==> src/rtl/pc_sequencer.sv <==
// pc_sequencer: fetch-address sequencer driving a return-address stack (jump/call/return)
module pc_sequencer #(
  parameter int ADDR_W = 12,
  parameter int DEPTH  = 8
) (
  input  logic              clk,
  input  logic              rst,
  input  logic              en,
  input  logic              jmp,
  input  logic              call,
  input  logic              ret,
  input  logic [ADDR_W-1:0] target,
  input  logic [ADDR_W-1:0] stk_out,
  output logic [ADDR_W-1:0] pc,
  output logic              stk_push,
  output logic              stk_pop,
  output logic [ADDR_W-1:0] stk_in,
  output logic              busy,
  output logic              ovf,
  output logic              unf
);
  localparam int DW = $clog2(DEPTH + 1);
  localparam logic [DW-1:0] FULL = DW'(DEPTH);
  typedef enum logic [1:0] {RUN, PUSH, POP} state_t;
  state_t state;
  logic [DW-1:0] depth;
  logic [ADDR_W-1:0] pc_inc;
  assign pc_inc = pc + ADDR_W'(1);
  // Strobes decode straight from state so an async reset drops them at once
  assign stk_push = state == PUSH;
  assign stk_pop  = state == POP;
  assign busy     = state != RUN;
  always_ff @(posedge clk or negedge rst) begin
    if (!rst) begin
      state  <= RUN;
      pc     <= '0;
      stk_in <= '0;
      depth  <= '0;
      ovf    <= 1'b0;
      unf    <= 1'b0;
    end else if (state == PUSH) begin
      state <= RUN;
    end else if (state == POP) begin
      pc    <= stk_out;
      state <= RUN;
    end else if (en) begin
      if (ret) begin
        if (depth != '0) begin
          depth <= depth - DW'(1);
          state <= POP;
        end else begin
          unf <= 1'b1;
          pc  <= pc_inc;
        end
      end else if (call) begin
        if (depth != FULL) begin
          stk_in <= pc_inc;
          pc     <= target;
          depth  <= depth + DW'(1);
          state  <= PUSH;
        end else begin
          ovf <= 1'b1;
          pc  <= pc_inc;
        end
      end else begin
        pc <= jmp ? target : pc_inc;
      end
    end
  end
endmodule
==> config.mk <==
export PLATFORM = sky130hd
export DESIGN_NAME = pc_sequencer
export DESIGN_NICKNAME = d
export VERILOG_FILES = /design/src/rtl/pc_sequencer.sv
export SDC_FILE = /design/constraint.sdc
export NUM_CORES = 1
export LEC_CHECK = 0
export BUFFER_PORTS_ARGS = -buffer_cell sky130_fd_sc_hd__buf_2
export CORE_ASPECT_RATIO = 0.8
export CORE_MARGIN = 5
export CORE_UTILIZATION = 56
export CTS_CLUSTER_SIZE = 40
export DETAILED_ROUTE_END_ITERATION = 6
export PLACE_DENSITY = 0.85
export SYNTH_ARGS = -nofsm -noshare
export SYNTH_HDL_FRONTEND = slang
export SYNTH_SLANG_ARGS = --single-unit
==> constraint.sdc <==
create_clock -name clk -period 5.7 [get_ports clk]
set_input_delay 0.285 -clock clk [delete_from_list [all_inputs] [get_ports clk]]
set_output_delay 0.285 -clock clk [all_outputs]
set_load 0.01 [all_outputs]
==> results.toml <==
[route]
drc = 0
routedWlPerCell_um = 17.1
drt_iter0_drc = 245
via_count = 1950
avgViaCountPerCell = 6.13
wl_um = 5450
ant_nets = 0
dr.pass1.iters = 4

[sta]
slew_headroom_pct = 41.8
maxSlewViolCount = 0
max_freq_mhz = 336
hold_viol_final = 0
finalCriticalPeriod_ps = 2970
setup_viol = 0
worst_slew_pin_slew_ps = 873
clock_skew_ps = 4.68
fin_setup_tns_ps = 0
rsz0062_at_grt = "no"
worst_slack_ps = 2730
hold-worst-slack_ps = 50.0
period_share_pct = 52.2

[global_routing]
grt_pass1_vias = 1840
grt_remaining_overflow = 0
antenna_found_initial = 0
grt_max_degree = 33
grtUsageTotal_pct = 22.5
grt_pass1_wl_um = 9060

[layout]
area_growth_pct = 20.0
drive_gt1_share_pct = 28.3
stdcell_count = 318
num-fill-cells = 279
fin_util_pct = 70.0
nets = 312
antenna_cells = 0

[placed_design]
gp_congestion = 0.869
io_buffer_count = 58
pre_cts_ws_ps = 2820
place_inst = 310
hpwl_um = 3980

[die]
die_w_um = 77.2
dieArea_sq_um = 4930
initial_core_util_pct = 58.3
io_pins = 59
core_area_sq_um = 3470
num_rows = 19
dieHeight_um = 63.8

[synthesis]
synth_flop_cell = "dfrtp_1"
ys_ff_latch = 32
synthCells = 221
ys_types = 51
synth-async-reset-ratio_pct = 100
synth-edff-count = 0
syn_area_sq_um = 2020
synth_fp_nets = 258
syn_avg_cell_area_sq_um = 9.16
yosysWarnings = 0
yosysSeqAreaShare_pct = 39.6

[power_and_ir_drop]
irDropWorstVdd_mv = 0.378
powerDensity_nw_per_um2 = 566
p_leak_uw = 0.00110

[worst_setup_path]
cp_slowest_cell = "nor4b_2"
cp.arrival_ps = 3150
startpoint_type = "flip-flop"
crit_chain = "inv_1 > ha_1 > nor4b_2 > nand3b_1 > mux2_2"
worstPathMaxFanout = 24
cp_slowest_stage_delay_ps = 730
cp-end-kind = "flip-flop"
critPathKind = "flip-flop to flip-flop"
path_delay_family = "simple AND/OR/NAND/NOR gates"
critPathRequiredTime_ps = 5870
worst-path-buf-inv = 1

[worst_hold_path]
hp-class = "input port to asynchronous set/reset pin"

[clock_network]
cts_setup_buffers = 0
cts_tree = "built"
cts_hold_buffers = 0
ctsRootBufferMaster = "clkbuf_8"
clock_path_buffers = 2
cts-resized-gates = 0
clock-sinks = 32
cts_max_level = 2
clk_latency_ps = 290
numCtsBuffers = 5
clkTransAtPathRegs_ps = 70

[job]
max-cap-violations = 0

[outcome]
status = "finished, final reports clean"
-- final cells by class --
class / instances / area (sq um) / share of cell area (%)
clock buffers: 6 / 72.6 / 2.99
inverters: 12 / 45.0 / 1.85
clock inverters: 2 / 35.0 / 1.44
repair buffers: 58 / 290 / 11.9
flip-flops and latches: 32 / 801 / 33.0
multi-input cells: 166 / 1130 / 46.7
well taps: 42 / 52.6 / 2.16
-- synthesized netlist by cell type, drive strengths merged (3+ instances only) --
cell type  instances  share of area (%)
nor4               3               0.93
dfrtp             32                 40
a21o               3                1.1
ha                 6                3.7
nand3              4               0.99
clkbuf             9                1.7
nor2              17                3.2
o21ai             23                5.7
nor3               5                1.2
o2bb2ai            3                1.3
nand4              4                1.2
xnor2             11                4.8
xor2               3                1.3
a21oi             15                3.9
o211ai             5                1.9
inv               12                2.2
a31oi              5                1.5
nor4b              3                2.3
nand2             21                4.3
-- worst register-to-register path, cell delays in order (launching register included) --
cell	delay [ps]
dfrtp_1	350
inv_1	70
ha_1	500
nor4b_2	740
nand3b_1	700
mux2_2	500
-- metrics by stage --
step / instance area, sq um / total power (uW)
floorplan: 2020 / 925
global placement: 2320 / 1130
detailed placement: 2320 / 1150
CTS: 2430 / 1370
global route: 2430 / 1480
finish: 2430 / 1370
-- state kept, by name (all words and copies together) (netlist names) --
name    cells
stk_in     12
state       2
unf         1
ovf         1
pc         12
depth       4
-- cell usage in the layout, fill, tap and decap left out, drive strengths merged, types with 2 or more instances in the layout --
master   Yosys  layout
a21o         3       3
buf          2      58
a21oi       15      15
nor4b        3       3
a221o        2       2
a31o         2       2
clkbuf       9       6
or2          2       2
nor2b        2       2
xor2         3       3
ha           6       6
a31oi        5       5
a211oi       2       2
o22a         2       2
o2bb2ai      3       3
mux2         2       2
nor3         5       5
o32a         2       2
dfrtp       32      32
nand4        4       4
o21ai       23      23
nor4         3       3
o211ai       5       5
inv         12      12
nor2        17      17
nand2b       2       2
xnor2       11      11
o22ai        2       2
nand3        4       4
nand2       21      21
-- logic make-up after synthesis --
group | count (synthesis) | share of synthesized area [%]
xor+xnor | 14 | 6.06
mux | 3 | 1.61
simple gates | 66 | 17.2
compound gates | 76 | 26.4
flops | 32 | 39.6
fa+ha+maj | 7 | 4.70
buf+inv | 23 | 4.45
-- metal layers --
layer  vias to the layer above  GRT usage [%]  share of wire [%]
met5                         -              0                  0
met4                         0           6.44                1.1
met1                       919           32.7                 44
li1                        919              -                  -
met3                         6           6.46                 10
met2                       106           32.9                 44
-- final timing paths --
check	from	depth (start not counted)	to	slack (ps)
max in group asynchronous	rst	1	stk_in[10]	5190
hold reg to reg	stk_in[4]	2	stk_in[4]	470
setup reg to reg	state[0]	5	stk_in[1]	2730
hold / removal	rst	1	stk_in[0]	50
min in group clk	target[9]	3	pc[9]	290
setup / recovery	state[0]	5	stk_in[1]	2730
-- where the power goes --
group,switching (uW),internal (uW)
Combinational,389,297
Sequential,136,337
Clock,86.1,130
Total,611,763
Note: power is estimated with default switching activity, not from simulation.
